<file path="src/rtl/sm_clk_gate_ctrl_mc_pkg.sv">
// -----------------------------------------------------------------------------
// sm_clk_gate_ctrl_mc_pkg
// Shared types and helpers for the multi-channel SM clock-gate controller.
//   ch_state_t     : per-channel state (OFF, WAKE_REQ, WAKE, ON)
//   min1_clog2()   : counter width helper that never returns 0
//   DEF_*          : default parameter values shared by top and interface
// -----------------------------------------------------------------------------
package sm_clk_gate_ctrl_mc_pkg;

   // OFF      : SM clock stopped, nothing pending
   // WAKE_REQ : wake wanted, waiting for an arbiter grant (sticky)
   // WAKE     : clock enabled, waiting for the SM clock tree to settle
   // ON       : clock enabled and settled, idle counter running
   typedef enum logic [1:0] {
      ST_OFF      = 2'd0,
      ST_WAKE_REQ = 2'd1,
      ST_WAKE     = 2'd2,
      ST_ON       = 2'd3
   } ch_state_t;

   localparam int DEF_N_CH     = 8;
   localparam int DEF_CNT_W    = 16;
   localparam int DEF_WAKE_DLY = 4;
   localparam int DEF_WAKE_GAP = 2;

   // Width needed to hold 0 .. n-1. A counter that only ever holds 0
   // (n == 1) still gets one bit so that vectors are never zero-width.
   function automatic int min1_clog2(input int n);
      return (n <= 2) ? 1 : $clog2(n);
   endfunction

endpackage

</file>
<file path="src/rtl/sm_clk_gate_ctrl_mc_if.sv">
// -----------------------------------------------------------------------------
// sm_clk_gate_ctrl_mc_if
// Bundle between the work scheduler and the clock-gate controller.
//   gate_en      : global gating enable (0 forces every channel awake)
//   idle_thresh  : idle cycles tolerated before a channel is gated
//   activity     : per-channel work-issue pulse or level
//   force_on     : per-channel gating veto
//   clk_en       : per-channel clock enable to the SM gating cells
//   ch_ready     : per-channel "clock settled, accept work"
//   wake_pending : some channel is waiting for a wake grant
//   all_gated    : every channel is OFF
// master : scheduler side (drives requests, observes status)
// slave  : controller side
// -----------------------------------------------------------------------------
interface sm_clk_gate_ctrl_mc_if
   import sm_clk_gate_ctrl_mc_pkg::*;
#(
   parameter int N_CH  = DEF_N_CH,
   parameter int CNT_W = DEF_CNT_W
);

   logic              gate_en;
   logic [CNT_W-1:0]  idle_thresh;
   logic [N_CH-1:0]   activity;
   logic [N_CH-1:0]   force_on;
   logic [N_CH-1:0]   clk_en;
   logic [N_CH-1:0]   ch_ready;
   logic              wake_pending;
   logic              all_gated;

   modport master (
      output gate_en,
      output idle_thresh,
      output activity,
      output force_on,
      input  clk_en,
      input  ch_ready,
      input  wake_pending,
      input  all_gated
   );

   modport slave (
      input  gate_en,
      input  idle_thresh,
      input  activity,
      input  force_on,
      output clk_en,
      output ch_ready,
      output wake_pending,
      output all_gated
   );

endinterface

</file>
<file path="src/rtl/sm_clk_gate_ch.sv">
// -----------------------------------------------------------------------------
// sm_clk_gate_ch
// One SM channel: state machine, idle counter and settle counter.
// Ports:
//   clk, rst     : clock, synchronous active-high reset
//   wake         : combined wake condition (activity | force_on | ~gate_en)
//   idle_thresh  : idle cycles before gating, compared live every cycle
//   grant        : one-cycle wake grant from the shared arbiter
//   req          : channel is in WAKE_REQ (combinational from state register)
//   state_next   : next state, used by the top for the summary flags
//   clk_en       : registered clock enable (WAKE or ON)
//   ch_ready     : registered settled flag (ON only)
// -----------------------------------------------------------------------------
module sm_clk_gate_ch
   import sm_clk_gate_ctrl_mc_pkg::*;
#(
   parameter int CNT_W    = DEF_CNT_W,
   parameter int WAKE_DLY = DEF_WAKE_DLY
)
(
   input  logic             clk,
   input  logic             rst,
   input  logic             wake,
   input  logic [CNT_W-1:0] idle_thresh,
   input  logic             grant,
   output logic             req,
   output ch_state_t        state_next,
   output logic             clk_en,
   output logic             ch_ready
);

   localparam int SET_W = min1_clog2(WAKE_DLY);
   localparam logic [SET_W-1:0] SETTLE_LAST = SET_W'(WAKE_DLY - 1);
   localparam logic [CNT_W-1:0] IDLE_MAX    = '1;

   ch_state_t        state_reg;
   logic [CNT_W-1:0] idle_cnt_reg;
   logic [CNT_W-1:0] idle_cnt_next;
   logic [SET_W-1:0] settle_cnt_reg;
   logic [SET_W-1:0] settle_cnt_next;
   logic             clk_en_reg;
   logic             ch_ready_reg;

   // State and counters. The outputs are registered from the next state so
   // that clk_en rises on the same edge the channel enters WAKE.
   always_ff @(posedge clk) begin
      if (rst) begin
         state_reg      <= ST_OFF;
         idle_cnt_reg   <= '0;
         settle_cnt_reg <= '0;
         clk_en_reg     <= 1'b0;
         ch_ready_reg   <= 1'b0;
      end else begin
         state_reg      <= state_next;
         idle_cnt_reg   <= idle_cnt_next;
         settle_cnt_reg <= settle_cnt_next;
         clk_en_reg     <= (state_next == ST_WAKE) || (state_next == ST_ON);
         ch_ready_reg   <= (state_next == ST_ON);
      end
   end

   always_comb begin
      state_next      = state_reg;
      idle_cnt_next   = idle_cnt_reg;
      settle_cnt_next = settle_cnt_reg;
      unique case (state_reg)
         ST_OFF: begin
            if (wake) begin
               state_next = ST_WAKE_REQ;
            end
         end
         ST_WAKE_REQ: begin
            // Sticky: only a grant moves us on, a dropped wake does not.
            if (grant) begin
               state_next      = ST_WAKE;
               settle_cnt_next = '0;
            end
         end
         ST_WAKE: begin
            // Activity is irrelevant while the clock tree settles.
            if (settle_cnt_reg == SETTLE_LAST) begin
               state_next    = ST_ON;
               idle_cnt_next = '0;
            end else begin
               settle_cnt_next = settle_cnt_reg + 1'b1;
            end
         end
         ST_ON: begin
            // Wake has priority over a threshold hit in the same cycle.
            if (wake) begin
               idle_cnt_next = '0;
            end else if (idle_cnt_reg >= idle_thresh) begin
               state_next = ST_OFF;
            end else if (idle_cnt_reg != IDLE_MAX) begin
               idle_cnt_next = idle_cnt_reg + 1'b1;
            end
         end
         default: begin
            state_next = ST_OFF;
         end
      endcase
   end

   assign req      = (state_reg == ST_WAKE_REQ);
   assign clk_en   = clk_en_reg;
   assign ch_ready = ch_ready_reg;

endmodule

</file>
<file path="src/rtl/sm_clk_gate_ctrl_mc.sv">
// -----------------------------------------------------------------------------
// sm_clk_gate_ctrl_mc
// Multi-channel SM clock-enable controller. Each channel gates its SM after a
// programmable idle period; wake-ups are staggered through a round-robin
// arbiter with a minimum gap between grants to limit the supply current step.
// Ports:
//   clk  : system clock
//   rst  : synchronous active-high reset (overrides everything)
//   bus  : slave side of sm_clk_gate_ctrl_mc_if (requests in, status out)
// -----------------------------------------------------------------------------
module sm_clk_gate_ctrl_mc
   import sm_clk_gate_ctrl_mc_pkg::*;
#(
   parameter int N_CH     = DEF_N_CH,
   parameter int CNT_W    = DEF_CNT_W,
   parameter int WAKE_DLY = DEF_WAKE_DLY,
   parameter int WAKE_GAP = DEF_WAKE_GAP
)
(
   input  logic                 clk,
   input  logic                 rst,
   sm_clk_gate_ctrl_mc_if.slave bus
);

   localparam int PTR_W = min1_clog2(N_CH);
   localparam int GAP_W = min1_clog2(WAKE_GAP);
   localparam logic [PTR_W-1:0] PTR_LAST = PTR_W'(N_CH - 1);
   localparam logic [GAP_W-1:0] GAP_LOAD = GAP_W'(WAKE_GAP - 1);

   logic [N_CH-1:0]  wake;
   logic [N_CH-1:0]  req;
   logic [N_CH-1:0]  grant;
   logic [N_CH-1:0]  clk_en_vec;
   logic [N_CH-1:0]  ch_ready_vec;
   ch_state_t        st_next [N_CH];

   logic [PTR_W-1:0] rr_ptr_reg;
   logic [PTR_W-1:0] rr_ptr_next;
   logic [GAP_W-1:0] gap_reg;
   logic [GAP_W-1:0] gap_next;
   logic             grant_vld;
   logic [PTR_W-1:0] grant_idx;

   logic             wake_pending_reg;
   logic             all_gated_reg;
   logic             any_req_next;
   logic             all_off_next;

   // ---------------------------------------------------------------------
   // Channels
   // ---------------------------------------------------------------------
   generate
      for (genvar gi = 0; gi < N_CH; gi++) begin : g_ch
         assign wake[gi] = bus.activity[gi] | bus.force_on[gi] | ~bus.gate_en;

         sm_clk_gate_ch #(
            .CNT_W    (CNT_W),
            .WAKE_DLY (WAKE_DLY)
         ) u_ch (
            .clk         (clk),
            .rst         (rst),
            .wake        (wake[gi]),
            .idle_thresh (bus.idle_thresh),
            .grant       (grant[gi]),
            .req         (req[gi]),
            .state_next  (st_next[gi]),
            .clk_en      (clk_en_vec[gi]),
            .ch_ready    (ch_ready_vec[gi])
         );
      end
   endgenerate

   // ---------------------------------------------------------------------
   // Round-robin arbiter. The search from the pointer is split into two
   // passes (indices at/above the pointer, then below it) so the priority
   // rotation needs no modulo arithmetic on the index.
   // ---------------------------------------------------------------------
   always_comb begin
      grant     = '0;
      grant_vld = 1'b0;
      grant_idx = '0;
      if (gap_reg == '0) begin
         for (int c = 0; c < N_CH; c++) begin
            if (!grant_vld && req[c] && (c >= int'(rr_ptr_reg))) begin
               grant_vld = 1'b1;
               grant_idx = PTR_W'(c);
               grant[c]  = 1'b1;
            end
         end
         for (int c = 0; c < N_CH; c++) begin
            if (!grant_vld && req[c] && (c < int'(rr_ptr_reg))) begin
               grant_vld = 1'b1;
               grant_idx = PTR_W'(c);
               grant[c]  = 1'b1;
            end
         end
      end
   end

   // Pointer moves past the winner; the gap timer blocks further grants for
   // WAKE_GAP-1 cycles after each grant.
   always_comb begin
      rr_ptr_next = rr_ptr_reg;
      gap_next    = gap_reg;
      if (grant_vld) begin
         rr_ptr_next = (grant_idx == PTR_LAST) ? '0 : grant_idx + 1'b1;
         gap_next    = GAP_LOAD;
      end else if (gap_reg != '0) begin
         gap_next = gap_reg - 1'b1;
      end
   end

   // ---------------------------------------------------------------------
   // Summary flags, taken from next state so they line up with clk_en.
   // ---------------------------------------------------------------------
   always_comb begin
      any_req_next = 1'b0;
      all_off_next = 1'b1;
      for (int c = 0; c < N_CH; c++) begin
         if (st_next[c] == ST_WAKE_REQ) begin
            any_req_next = 1'b1;
         end
         if (st_next[c] != ST_OFF) begin
            all_off_next = 1'b0;
         end
      end
   end

   always_ff @(posedge clk) begin
      if (rst) begin
         rr_ptr_reg       <= '0;
         gap_reg          <= '0;
         wake_pending_reg <= 1'b0;
         all_gated_reg    <= 1'b1;
      end else begin
         rr_ptr_reg       <= rr_ptr_next;
         gap_reg          <= gap_next;
         wake_pending_reg <= any_req_next;
         all_gated_reg    <= all_off_next;
      end
   end

   assign bus.clk_en       = clk_en_vec;
   assign bus.ch_ready     = ch_ready_vec;
   assign bus.wake_pending = wake_pending_reg;
   assign bus.all_gated    = all_gated_reg;

endmodule
</file>
<file path="src/flat_wrapper.sv">
// flat-port wrapper written by rule: the top's interface ports become plain ports
module sm_clk_gate_ctrl_mc_flat import sm_clk_gate_ctrl_mc_pkg::*;
#(
   parameter int N_CH     = DEF_N_CH,
   parameter int CNT_W    = DEF_CNT_W,
   parameter int WAKE_DLY = DEF_WAKE_DLY,
   parameter int WAKE_GAP = DEF_WAKE_GAP
)
  (clk, rst, bus_gate_en, bus_idle_thresh, bus_activity, bus_force_on, bus_clk_en, bus_ch_ready, bus_wake_pending, bus_all_gated);
  sm_clk_gate_ctrl_mc_if #(.N_CH(N_CH), .CNT_W(CNT_W)) bus_i ();
  input  logic clk;
  input  logic rst;
  input wire logic [$bits(bus_i.gate_en)-1:0] bus_gate_en;
  input wire logic [$bits(bus_i.idle_thresh)-1:0] bus_idle_thresh;
  input wire logic [$bits(bus_i.activity)-1:0] bus_activity;
  input wire logic [$bits(bus_i.force_on)-1:0] bus_force_on;
  output wire logic [$bits(bus_i.clk_en)-1:0] bus_clk_en;
  output wire logic [$bits(bus_i.ch_ready)-1:0] bus_ch_ready;
  output wire logic [$bits(bus_i.wake_pending)-1:0] bus_wake_pending;
  output wire logic [$bits(bus_i.all_gated)-1:0] bus_all_gated;
  assign bus_i.gate_en = bus_gate_en;
  assign bus_i.idle_thresh = bus_idle_thresh;
  assign bus_i.activity = bus_activity;
  assign bus_i.force_on = bus_force_on;
  assign bus_clk_en = bus_i.clk_en;
  assign bus_ch_ready = bus_i.ch_ready;
  assign bus_wake_pending = bus_i.wake_pending;
  assign bus_all_gated = bus_i.all_gated;
  sm_clk_gate_ctrl_mc #(.N_CH(N_CH), .CNT_W(CNT_W), .WAKE_DLY(WAKE_DLY), .WAKE_GAP(WAKE_GAP)) u_core (.clk(clk), .rst(rst), .bus(bus_i));
endmodule
</file>
<file path="config.mk">
export PLATFORM = sky130hd
export DESIGN_NAME = sm_clk_gate_ctrl_mc_flat
export DESIGN_NICKNAME = d
export VERILOG_FILES = /design/src/rtl/sm_clk_gate_ctrl_mc_pkg.sv /design/src/rtl/sm_clk_gate_ctrl_mc_if.sv /design/src/rtl/sm_clk_gate_ch.sv /design/src/rtl/sm_clk_gate_ctrl_mc.sv /design/src/flat_wrapper.sv
export SDC_FILE = /design/constraint.sdc
export NUM_CORES = 1
export LEC_CHECK = 0
export BUFFER_PORTS_ARGS = -buffer_cell sky130_fd_sc_hd__buf_2
export CORE_MARGIN = 2
export CORE_UTILIZATION = 45
export CTS_BUF_LIST = sky130_fd_sc_hd__clkbuf_16
export DETAILED_ROUTE_END_ITERATION = 12
export SLEW_MARGIN = 20
export SYNTH_ARGS = -nofsm -noshare
export SYNTH_HDL_FRONTEND = slang
export SYNTH_HIERARCHICAL = 1
export SYNTH_SLANG_ARGS = --single-unit
</file>
<file path="constraint.sdc">
create_clock -name clk -period 6.5 [get_ports clk]
set_clock_uncertainty 0.1 [all_clocks]
set_input_delay 0.975 -clock clk [delete_from_list [all_inputs] [get_ports clk]]
set_output_delay 0.975 -clock clk [all_outputs]
set_load 0.02 [all_outputs]
</file>
# After elaboration in Yosys (flattened, before gate mapping)
# Index checks and enable logic that the tools add are counted.
[classes] n_bitwise=17 mux=191 eq_ne=105 n_reduce_logical=98 add_sub_neg=18 order_cmp=22
[op_table] op="16-bit 2-to-1 mux" count=32
[op_table] op="16-bit case mux with 2 select lines" count=8
[op_table] op="16-bit by 1-bit adder with 16-bit output (second input constant)" count=8
[op_table] op="16-bit >= comparator" count=8
[op_table] op="16-bit inequality test (second input constant)" count=8
[op_table] op="2-bit 2-to-1 mux" count=58
[op_table] op="2-bit equality test (second input constant)" count=40
[op_table] op="2-bit case mux with 4 select lines" count=8
[op_table] op="1-bit 2-to-1 mux" count=63
[op_table] op="3-bit inequality test (second input constant)" count=16
[op_table] op="2-bit nonzero test" count=24
[op_table] op="3-bit 2-to-1 mux" count=13
[op_table] op="2-bit by 1-bit equality test with 1-bit output (second input constant)" count=16
[op_table] op="2-bit inequality test (second input constant)" count=16
[op_table] op="2-bit case mux with 2 select lines" count=8
[op_table] op="4-bit AND reduction" count=8
[op_table] op="1-bit logical AND" count=28
[op_table] op="3-bit AND reduction" count=8
[op_table] op="2-bit by 1-bit adder with 2-bit output (second input constant)" count=8
[op_table] op="2-bit zero test" count=8
[op_table] op="2-bit by 1-bit inequality test with 1-bit output (second input constant)" count=8
[op_table] op="1-bit bitwise OR" count=16
[op_table] op="1-bit zero test" count=14
[op_table] op="3-bit >= comparator (first input constant)" count=3
[op_table] op="11 further kinds" count=24
[word_totals] inputBits=35 reg_bits=182 elab_cells=495

# Longest topological paths before layout
[depth] ltp_word=84 depth_mapped=17

# Modules after synthesis
# The synthesis kept the hierarchy.
[modules_own_cells] module="sm_clk_gate_ch" area_per_inst_um2=1632.8 instances=8 cells_per_inst=205
[modules_own_cells] module="sm_clk_gate_ctrl_mc" area_per_inst_um2=905.9 instances=1 cells_per_inst=141

# Worst setup path after synthesis
# Ideal clock, no wire load.
[synth_path] kind="input port to flip-flop" from="input bus_idle_thresh[13]" to="register u_core.wake_pending_reg, in the netlist u_core/bus.wake_pending" path_stages=12 path_buffers=0 t_arrival_ns=3.195 setup_slack_ns=3.136 cell_sequence="inv_1 ha_1 a211oi_2 nor2_1 or4_4 a211oi_1 o21ai_0 a21oi_1 inv_1 o22ai_1 a221oi_1 a21oi_1"
[synth_lines] element="start, declared" line="flat_wrapper.sv:14" source="input wire logic [$bits(bus_i.idle_thresh)-1:0] bus_idle_thresh;"
[synth_lines] element="end signal, assigned" line="sm_clk_gate_ctrl_mc.sv:138" source="wake_pending_reg <= any_req_next;"
[synth_lines] element="end, declared" line="sm_clk_gate_ctrl_mc.sv:44" source="logic wake_pending_reg;"

==> impl_metrics.tcl <==
set metrics [dict create \
    status "completed" \
    antenna_cells 0 \
    wl_um 39150 \
    cts_sinks 182 \
    clock.fmax_mhz 247.9 \
    ys.warnings.count 6 \
    synth_ff_type "dfxtp_1" \
    syn_area_um2 13970 \
    r2r_start "u_core/g_ch[5].u_ch/state_reg[1]" \
    cts_tree "yes" \
    cp_max_fo 8 \
    core_um2 30590 \
    crit_type "primary input to flop" \
    seq_area_um2 3643 \
    rows 64 \
    leakagePower_uw 0.006098 \
    start_kind "primary input" \
    crit_path_end_kind "flop" \
    netlist.area_leader.share_pct 26.08 \
    cts_buffers 17 \
    synthDistinctLibCells 54 \
    synth_fa_ha_area_share_pct 15.94 \
    antenna_found_initial 0 \
    pin_count 53 \
    grt.overflow.total 0 \
    drive_above_1_share_pct 7.632 \
    synth_area_leader_cell "dfxtp_1" \
    stdcell_area_um2 14940 \
    synth_top_family_by_area "simple AND/OR/NAND/NOR gates" \
    vias 13371 \
    cts_buffer_depth 2 \
    clk_pin_slew_ns 0.07 \
    fin_setup_tns_ns 0 \
    p_per_area_nw_per_um2 181.5 \
    cts-root-buf "clkbuf_16" \
    final_util_pct 48.85 \
    largest_register_ffs 128 \
    avgSynthCellArea_um2 7.843 \
    area_delta_synth_final_pct 6.987 \
    synth_edf_count 0 \
    io_buffers 52 \
    maxCapViolCount 0 \
    yosys.area_share.simple_pct 25.19 \
    timing_hold_violations_final 0 \
    grt_pass1_wl_um 63280 \
    gp_congestion 0.8432 \
    hp-start "u_core/g_ch[3].u_ch/settle_cnt_reg[1]" \
    synth_compound_area_share_pct 24.53 \
    drc_errors 0 \
    nNetsFinal 1995 \
    routedWlPerCell_um 17.87 \
    hp-class "flop to flop" \
    async_reset_ff_share_pct 0 \
    setup_viol 0 \
    multi_input_area_um2 9283 \
    syn-num-nets 1994 \
    startpoint "bus_idle_thresh[13]" \
    syn_inst 1781 \
    fillers 3044 \
    drtPass1Iterations 5 \
    rsz0062_at_grt "false" \
    worstPathArrival_ns 4.32 \
    post_cts_buffers 0 \
    insertion_delay_ns 0.46 \
    grt_use_total_pct 23.91 \
    cts_hold_buf 0 \
    vias_per_cell 6.103 \
    grt_pass1_vias 12296 \
    drtIter0Drc 1003 \
    post-dp-hpwl_um 27180 \
    slew_viol_final 0 \
    post_cts_resized 0 \
    post-route-min-period_ns 4.033 \
    timing.slew.headroom_pct 34.29 \
    yosysSeqAreaShare_pct 26.08 \
    ant_nets 0 \
    start_util_pct 45.66 \
    die_h_um 180.2 \
    fin_crit_sh_pct 62.05 \
    muxShareOfSynthArea_pct 0.7972 \
    dieArea_um2 32470 \
    synth-xor-area-share_pct 0 \
    synth_area_leaders "dfxtp_1, ha_1, a21oi_1" \
    grt_max_degree 37 \
    crit_required_ns 6.79 \
    die-width_um 180.2 \
    tightestPinTransition_ns 0.9798 \
    placed_area_um2 14390 \
    ir_worst_vdd_uv 186.5 \
    synth-seq-cells 182 \
    htree_levels 4 \
]
critical path: stages:
cell and delay (ns):
buf_2 0.30, inv_1 0.09, ha_1 0.34, a211oi_2 0.22, nor2_1 0.07, or4_4 0.52, a211oi_1 0.78, o21ai_0 0.30
a21oi_1 0.25, inv_1 0.06, o22ai_1 0.17, a221oi_1 0.07, a21oi_1 0.15
cell type report:
cell class,instances,share of cell area (%)
multi-input cells,1342,62.11
flip-flops and latches,182,24.38
inverters,186,4.672
well taps,396,3.315
clock buffers,17,2.847
repair buffers,53,1.792
clock inverters,15,0.8791
cells in the mapped netlist, types with 13 or more instances:
master / n
a21oi_1: 197
inv_1: 186
dfxtp_1: 182
ha_1: 178
nand2_1: 153
nor2_1: 116
or4_1: 104
o31ai_1: 97
nand3_1: 58
o21ai_0: 56
clkbuf_1: 51
nand4_1: 41
a211oi_1: 28
nor3_1: 27
and3_1: 25
and2_1: 18
nor2b_1: 17
or2_2: 17
o2111ai_1: 16
nor4_1: 13
cells by family (layout without fill, tap and decap cells):
| logic type | Yosys count | count (layout) |
|---|---|---|
| DFF | 182 | 182 |
| buffers and inverters | 257 | 271 |
| AOI/OAI and AO/OA | 505 | 505 |
| adders and majority gates | 178 | 178 |
| muxes | 11 | 11 |
| and+or+nand+nor | 648 | 648 |
path summary, 6_finish.rpt:
check                                                to  slack (ns)  depth (start not counted)
setup / recovery                u_core/bus.wake_pending        2.47                         13
hold / removal    u_core/g_ch[3].u_ch/settle_cnt_reg[1]        0.40                          2
setup reg to reg                u_core/bus.wake_pending        2.56                         16
hold reg to reg   u_core/g_ch[3].u_ch/settle_cnt_reg[1]        0.40                          2
cells in the final DEF, fill, tap and decap left out, types with 8 or more instances in the layout:
cell type,count
nor2_1,116
nand3b_1,9
buf_2,52
a2111oi_0,8
and4_1,8
a41o_1,9
nor3_1,27
and2_1,18
o211a_1,8
or4_1,104
a31oi_1,11
nor3b_1,9
nand2_1,153
clkbuf_16,17
or2_2,17
or4_4,8
o41ai_1,8
inv_1,187
a21oi_1,197
o31ai_1,97
ha_1,178
nor4b_1,11
a31o_2,8
a211oi_2,8
nand4_1,41
o2111ai_1,16
a32o_1,8
nand2b_1,11
nand3_1,58
nor4_1,13
o21a_1,9
o21ai_0,56
dfxtp_1,182
mux2i_1,10
a211o_4,8
nor2b_1,17
a41oi_1,8
and3_1,25
a211oi_1,28
per-stage QoR:
stage | total power, µW | hold WS, ns | instances | worst slack [ns]
floorplan | 1565 | 0.3585 | 1781 | 3.136
global placement | 1700 | 0.3714 | 2159 | 2.217
detailed placement | 1706 | 0.3831 | 2159 | 2.163
CTS | 2739 | 0.3984 | 2191 | 2.566
global route | 2850 | 0.4283 | 2191 | 2.176
finish | 2713 | 0.3959 | 2191 | 2.467
power by group:
part	internal, µW	switching, µW
Clock	529	495
Sequential	1140	48.4
Combinational	177	327
metal layers:
layer | GRT usage (%) | vias to the layer above | routed length [µm]
li1 | - | 6679 | -
met3 | 3.294 | 46 | 1895
met1 | 32.75 | 6324 | 18770
met4 | 9.226 | 0 | 1154
met2 | 38.12 | 322 | 17330
met5 | 0 | - | 0
No activity file was read; power rests on OpenSTA's default activity.
